### src/rtl/dct_transpose_buffer_pkg.sv
// Shared IntDCT definitions used by the row pass, this transpose buffer and
// the column pass, so that all three agree on sample width and block size.
//   TB_WIDTH   : default signed sample width
//   TB_DIM     : default block dimension (power of two, >= 2)
//   tb_state_e : transpose buffer state (fill rows / drain columns)
package dct_transpose_buffer_pkg;

  localparam int TB_WIDTH = 16;
  localparam int TB_DIM   = 8;

  typedef enum logic {
    TB_FILL  = 1'b0,
    TB_DRAIN = 1'b1
  } tb_state_e;

endpackage

### src/rtl/dct_transpose_buffer_if.sv
// Row-in / column-out bus of the IntDCT transpose buffer.
//   flush     : synchronous abort of the current block
//   in_valid  : in_row holds a row        in_ready  : buffer takes a row
//   in_row    : row vector, element i = column i
//   out_valid : out_col holds a column    out_ready : consumer takes it
//   out_col   : column vector, element i = row i
//   out_last  : final column of the block
// Handshake: a transfer happens on a rising edge where valid and ready are
// both high (and flush is low). The sender holds valid and data stable until
// that edge; ready never depends combinationally on valid.
// master = producer/consumer side, slave = the buffer.
interface dct_transpose_buffer_if
  import dct_transpose_buffer_pkg::*;
#(
  parameter int WIDTH = TB_WIDTH,
  parameter int DIM   = TB_DIM
);

  logic                    flush;
  logic                    in_valid;
  logic                    in_ready;
  logic signed [WIDTH-1:0] in_row  [DIM];
  logic                    out_valid;
  logic                    out_ready;
  logic signed [WIDTH-1:0] out_col [DIM];
  logic                    out_last;

  modport master (
    output flush, in_valid, in_row, out_ready,
    input  in_ready, out_valid, out_col, out_last
  );

  modport slave (
    input  flush, in_valid, in_row, out_ready,
    output in_ready, out_valid, out_col, out_last
  );

endinterface

### src/rtl/dct_transpose_buffer.sv
// Transpose buffer between the IntDCT row pass and column pass. Collects DIM
// rows into a DIM x DIM register block, then emits it column by column.
// Single bank, half duplex: the block is completely filled, then drained.
// Ports:
//   HCLK      : clock, rising edge
//   HRESETn   : synchronous active-low reset (clears state, counters, storage)
//   bus       : slave side of dct_transpose_buffer_if (rows in, columns out)
//   dbg_state : current FSM state, for observation only
module dct_transpose_buffer
  import dct_transpose_buffer_pkg::*;
#(
  parameter int WIDTH = TB_WIDTH,
  parameter int DIM   = TB_DIM
) (
  input  logic                   HCLK,
  input  logic                   HRESETn,
  dct_transpose_buffer_if.slave  bus,
  output tb_state_e              dbg_state
);

  localparam int              CNT_W   = (DIM > 1) ? $clog2(DIM) : 1;
  localparam logic [CNT_W-1:0] CNT_MAX = CNT_W'(DIM - 1);

  generate
    if ((DIM < 2) || ((DIM & (DIM - 1)) != 0)) begin : g_dim_check
      $error("dct_transpose_buffer: DIM must be a power of two and >= 2");
    end
  endgenerate

  tb_state_e               state_q,   state_d;
  logic [CNT_W-1:0]        row_cnt_q, row_cnt_d;
  logic [CNT_W-1:0]        col_cnt_q, col_cnt_d;
  logic signed [WIDTH-1:0] mem_q [DIM][DIM];
  logic signed [WIDTH-1:0] mem_d [DIM][DIM];

  // Next state, counters and row write. flush overrides any handshake offered
  // in the same cycle; storage is left untouched by flush.
  always_comb begin
    state_d   = state_q;
    row_cnt_d = row_cnt_q;
    col_cnt_d = col_cnt_q;
    mem_d     = mem_q;

    if (bus.flush) begin
      state_d   = TB_FILL;
      row_cnt_d = '0;
      col_cnt_d = '0;
    end else begin
      case (state_q)
        TB_FILL: begin
          if (bus.in_valid) begin
            for (int i = 0; i < DIM; i++) begin
              mem_d[row_cnt_q][i] = bus.in_row[i];
            end
            if (row_cnt_q == CNT_MAX) begin
              row_cnt_d = '0;
              state_d   = TB_DRAIN;
            end else begin
              row_cnt_d = row_cnt_q + CNT_W'(1);
            end
          end
        end
        TB_DRAIN: begin
          if (bus.out_ready) begin
            if (col_cnt_q == CNT_MAX) begin
              col_cnt_d = '0;
              state_d   = TB_FILL;
            end else begin
              col_cnt_d = col_cnt_q + CNT_W'(1);
            end
          end
        end
        default: begin
          state_d = TB_FILL;
        end
      endcase
    end
  end

  always_ff @(posedge HCLK) begin
    if (!HRESETn) begin
      state_q   <= TB_FILL;
      row_cnt_q <= '0;
      col_cnt_q <= '0;
      for (int r = 0; r < DIM; r++) begin
        for (int c = 0; c < DIM; c++) begin
          mem_q[r][c] <= '0;
        end
      end
    end else begin
      state_q   <= state_d;
      row_cnt_q <= row_cnt_d;
      col_cnt_q <= col_cnt_d;
      mem_q     <= mem_d;
    end
  end

  // All handshake outputs come from registered state only.
  assign bus.in_ready  = (state_q == TB_FILL);
  assign bus.out_valid = (state_q == TB_DRAIN);
  assign bus.out_last  = (state_q == TB_DRAIN) && (col_cnt_q == CNT_MAX);
  assign dbg_state     = state_q;

  // Column read mux: element i of the output is row i of the selected column.
  always_comb begin
    for (int i = 0; i < DIM; i++) begin
      bus.out_col[i] = mem_q[i][col_cnt_q];
    end
  end

endmodule

### src/flat_wrapper.sv
// flat-port wrapper written by rule: the top's interface ports become plain ports
module dct_transpose_buffer_flat import dct_transpose_buffer_pkg::*;
#(
  parameter int WIDTH = TB_WIDTH,
  parameter int DIM   = TB_DIM
)
  (HCLK, HRESETn, dbg_state, bus_flush, bus_in_valid, bus_in_row, bus_out_ready, bus_in_ready, bus_out_valid, bus_out_col, bus_out_last);
  dct_transpose_buffer_if #(.WIDTH(WIDTH), .DIM(DIM)) bus_i ();
  input  logic HCLK;
  input  logic HRESETn;
  output tb_state_e dbg_state;
  input wire logic [$bits(bus_i.flush)-1:0] bus_flush;
  input wire logic [$bits(bus_i.in_valid)-1:0] bus_in_valid;
  input wire logic [$bits(bus_i.in_row)-1:0] bus_in_row;
  input wire logic [$bits(bus_i.out_ready)-1:0] bus_out_ready;
  output wire logic [$bits(bus_i.in_ready)-1:0] bus_in_ready;
  output wire logic [$bits(bus_i.out_valid)-1:0] bus_out_valid;
  output wire logic [$bits(bus_i.out_col)-1:0] bus_out_col;
  output wire logic [$bits(bus_i.out_last)-1:0] bus_out_last;
  assign bus_i.flush = bus_flush;
  assign bus_i.in_valid = bus_in_valid;
  assign bus_i.in_row = {>>{bus_in_row}};
  assign bus_i.out_ready = bus_out_ready;
  assign bus_in_ready = bus_i.in_ready;
  assign bus_out_valid = bus_i.out_valid;
  assign bus_out_col = {>>{bus_i.out_col}};
  assign bus_out_last = bus_i.out_last;
  dct_transpose_buffer #(.WIDTH(WIDTH), .DIM(DIM)) u_core (.HCLK(HCLK), .HRESETn(HRESETn), .bus(bus_i), .dbg_state(dbg_state));
endmodule
### config.mk
export PLATFORM = sky130hd
export DESIGN_NAME = dct_transpose_buffer_flat
export DESIGN_NICKNAME = d
export VERILOG_FILES = /design/src/rtl/dct_transpose_buffer_pkg.sv /design/src/rtl/dct_transpose_buffer_if.sv /design/src/rtl/dct_transpose_buffer.sv /design/src/flat_wrapper.sv
export SDC_FILE = /design/constraint.sdc
export NUM_CORES = 2
export LEC_CHECK = 0
export ABC_AREA = 0
export BUFFER_PORTS_ARGS = -buffer_cell sky130_fd_sc_hd__clkbuf_2
export CAP_MARGIN = 20
export CORE_ASPECT_RATIO = 0.5
export CORE_MARGIN = 5
export CORE_UTILIZATION = 50
export DETAILED_ROUTE_END_ITERATION = 8
export HOLD_SLACK_MARGIN = 0.02
export PLACE_DENSITY_LB_ADDON = 0.15
export SYNTH_ARGS = -nofsm -noshare
export SYNTH_HDL_FRONTEND = slang
export SYNTH_SLANG_ARGS = --single-unit
### constraint.sdc
create_clock -name HCLK -period 6.35 [get_ports HCLK]
set_input_delay 1.27 -clock HCLK [delete_from_list [all_inputs] [get_ports HCLK]]
set_output_delay 1.27 -clock HCLK [all_outputs]
set_load 0.005 [all_outputs]
==> metrics.cfg <==
[status]
status = complete, no violations

[timing]
whs_ns = 0.4537
rsz0062_at_grt = false
hold_violations = 0
slew_viol_final = 0
period_share = 0.7303
fmax_ghz = 0.2156
clock_skew_ns = 0.01617
setup_ws_ns = 1.713
tightestPinTransition_ns = 1.165
setup_viol = 0
fin_setup_tns_ns = 0
slew-limit-headroom = 0.2217
period_needed_ns = 4.637

[power]
p_sw_mw = 3.123
power.internal_mw = 10.13
p_sw_frac = 0.2356
power_density_mw_per_mm2 = 268.2
power_mw = 13.25
combPwrFrac = 0.047
leakagePower_nw = 22.48
clock_power_share = 0.459
p_seq_frac = 0.494
ir_drop_v = 0.0001945

[synthesis]
yosysTopAreaCellShare = 0.4630
yosys.area_share.adder = 0.001403
synth.avg_cell_area_sq_um = 11.29
synth-seq-area-share = 0.4630
yosysWarnings = 0
synth_xor_area_frac = 0
synth_top_family_by_area = multiplexers
synthSimpleGateAreaFrac = 0.1009
synth_cells = 3949
yosysTopAreaCell = dfxtp_1
syn-cell-area_sq_mm = 0.04458
synth_compound_area_frac = 0.0005333
muxShareOfSynthArea = 0.3925
synth_cell_types = 25
synth-seq-cells = 1031
synth_area_leaders = dfxtp_1 (46%), mux2i_1 (23%), mux4_2 (13%)
synth_nets = 4087

[critical_path]
crit_arrival_ns = 3.37
reg2reg_depth = 5
critical_path_class = flop to output pin
required_ns = 5.08
rrSetupSlack_ns = 3.23
worstReg2RegEnd = u_core.mem_q[612]
cp-start-kind = flop
reg2reg_from = u_core.bus.out_valid
critPathCapture = bus_out_col[71]
cp_max_fo = 36
critical_path.startpoint = u_core.col_cnt_q[0]
crit_path_end_kind = output pin

[route]
ant_nets = 0
dr_total_vias = 30960
wirelength_mm = 142.5
dr.pass1.iters = 5
drc = 0
drt-initial-drc-count = 3310
drt-wirelength-per-cell_microns = 26.91
vias_per_cell = 5.845

[finish]
layoutNonFillerInstCount = 5297
final_util = 0.5593
finalInstanceArea_sq_mm = 0.04941
drive_gt1_frac = 0.2088
fin_nets = 4171
area_growth_pct = 10.84
fillers = 7467

[clock_tree]
cts_sinks = 1031
htreeDepth = 3
cts_resized = 0
clk_pin_slew_ns = 0.06
clk-insertion-delay-late_ns = 0.70
cts_hold_buf = 0
cts_root_buf = clkbuf_16
clockBufferDepth = 3
cts_tree = done
cts_buffers = 92
cts_setup_buffers = 0

[global_route]
grt_start_max_net_pins = 163
track_usage = 0.2917
grt_antenna_before_repair = 6
grt_overflow = 0
grt_pass1_wl_mm = 207.6
grt_pass1_vias = 29850

[placement]
gp_congestion = 1.012
dp_hpwl_mm = 94.90
dpl_worst_slack_ns = 2.336
post_dp_cell_area_sq_mm = 0.04613
dp_cells = 5124
port-buffer-count = 264

[floorplan]
design.core.area_sq_mm = 0.08835
num_io_pins = 265
die_area_sq_mm = 0.09559
fp-row-count = 77
start_util = 0.5046
die_w_microns = 432.3
chipHeight_microns = 221.1

[job]
drv_cap = 0

[hold_path]
min_path_type = flop to flop
hp-start = u_core.mem_q[76]

-- how the worst min path moves through the flow --
| stage | cells after the start | slack, ns | endpoint |
|---|---|---|---|
| floorplan | 2 | 0.43 | u_core.mem_q[111] |
| global placement | 2 | 0.44 | u_core.mem_q[112] |
| detailed placement | 2 | 0.44 | u_core.mem_q[377] |
| CTS | 2 | 0.45 | u_core.mem_q[322] |
| global route | 2 | 0.46 | u_core.mem_q[322] |
| finish | 2 | 0.45 | u_core.mem_q[76] |
-- layout by cell type (no fill, tap or decap) --
| cell | synthesis | final |
|---|---|---|
| nand2_1 | 1161 | 1155 |
| mux2i_1 | 1028 | 1028 |
| dfxtp_1 | 1031 | 1028 |
| clkbuf_2 | 2 | 263 |
| mux4_2 | 256 | 256 |
| mux2_2 | 128 | 128 |
| clkbuf_16 | 0 | 93 |
| clkbuf_8 | 0 | 26 |
| buf_4 | 1 | 25 |
| clkinv_2 | 0 | 17 |
| buf_12 | 13 | 17 |
| clkbuf_1 | 139 | 15 |
| bufinv_16 | 0 | 11 |
| nor2_1 | 7 | 7 |
| nand2_4 | 0 | 6 |
| ha_1 | 5 | 5 |
| nor2b_1 | 4 | 4 |
| diode_2 | 0 | 3 |
| a21oi_1 | 3 | 3 |
| inv_6 | 0 | 3 |
| dfxtp_4 | 0 | 3 |
| and3_4 | 0 | 2 |
| clkinv_8 | 0 | 2 |
| inv_1 | 1 | 1 |
| and2_1 | 1 | 1 |
| nor4b_4 | 1 | 1 |
| nand4b_1 | 1 | 1 |
| nand2b_1 | 1 | 1 |
| nor4bb_4 | 1 | 1 |
| a311oi_1 | 1 | 1 |
| nand3_1 | 1 | 1 |
| clkinv_16 | 0 | 1 |
| inv_16 | 0 | 1 |
| clkinvlp_4 | 0 | 1 |
| buf_8 | 0 | 1 |
-- cells in the mapped netlist, drive strengths merged --
master,number
dfxtp,1031
a21oi,3
ha,5
nor4b,1
mux4,256
nand3,1
nand2b,1
nor4bb,1
nand4b,1
mux2,128
buf,175
nor2b,4
nor2,7
clkbuf,141
and3,2
and2,1
mux2i,1028
nand2,1161
inv,1
a311oi,1
-- registers in the layout (all words and copies together) (netlist names) --
register / flops
u_core.mem_q: 1024
u_core.row_cnt_q: 3
u_core.col_cnt_q: 3
u_core.bus.out_valid: 1
-- critical path: stages, from the launching register on --
cell and delay, ns:
dfxtp_4 0.89, buf_4 0.57, mux4_2 0.66, mux2_2 0.37
clkbuf_2 0.14
-- power groups by stage --
| stage | clock (mW) | combinational (mW) | sequential (mW) |
|---|---|---|---|
| after global routing | 6.46 | 0.637 | 6.55 |
| final | 6.09 | 0.618 | 6.55 |
| after detailed placement | 0 | 0.606 | 6.69 |
| after CTS | 6.15 | 0.607 | 6.55 |
| after floorplan | 0 | 0.303 | 6.69 |
| after global placement | 0 | 0.599 | 6.69 |
-- layout make-up --
class | instances | area (sq um) | area share
clock inverter | 36 | 531.8 | 0.01076
inverter | 1 | 3.754 | 0.00007596
antenna | 3 | 7.507 | 0.0001519
tap | 1185 | 1483 | 0.03001
multi-input combinational | 2601 | 22140 | 0.4480
timing repair buffer | 306 | 1859 | 0.03763
clock buffer | 134 | 2741 | 0.05548
sequential | 1031 | 20650 | 0.4179
-- logic make-up (layout without fill, tap and decap cells) --
group           Yosys count  after routing
mux                    1412           1412
simple gates           1180           1180
flops                  1031           1031
buf+inv                 317            477
fa+ha+maj                 5              5
compound gates            4              4
other cells               0              3
-- metal layers --
layer,up-vias,GRT usage,routed length [microns]
met2,994,0.4378,62700
met5,-,0,0
li1,13880,-,-
met4,0,0.06685,3214
met3,179,0.06949,11000
met1,15910,0.4278,65630
Power figures use the tool's default switching activity.
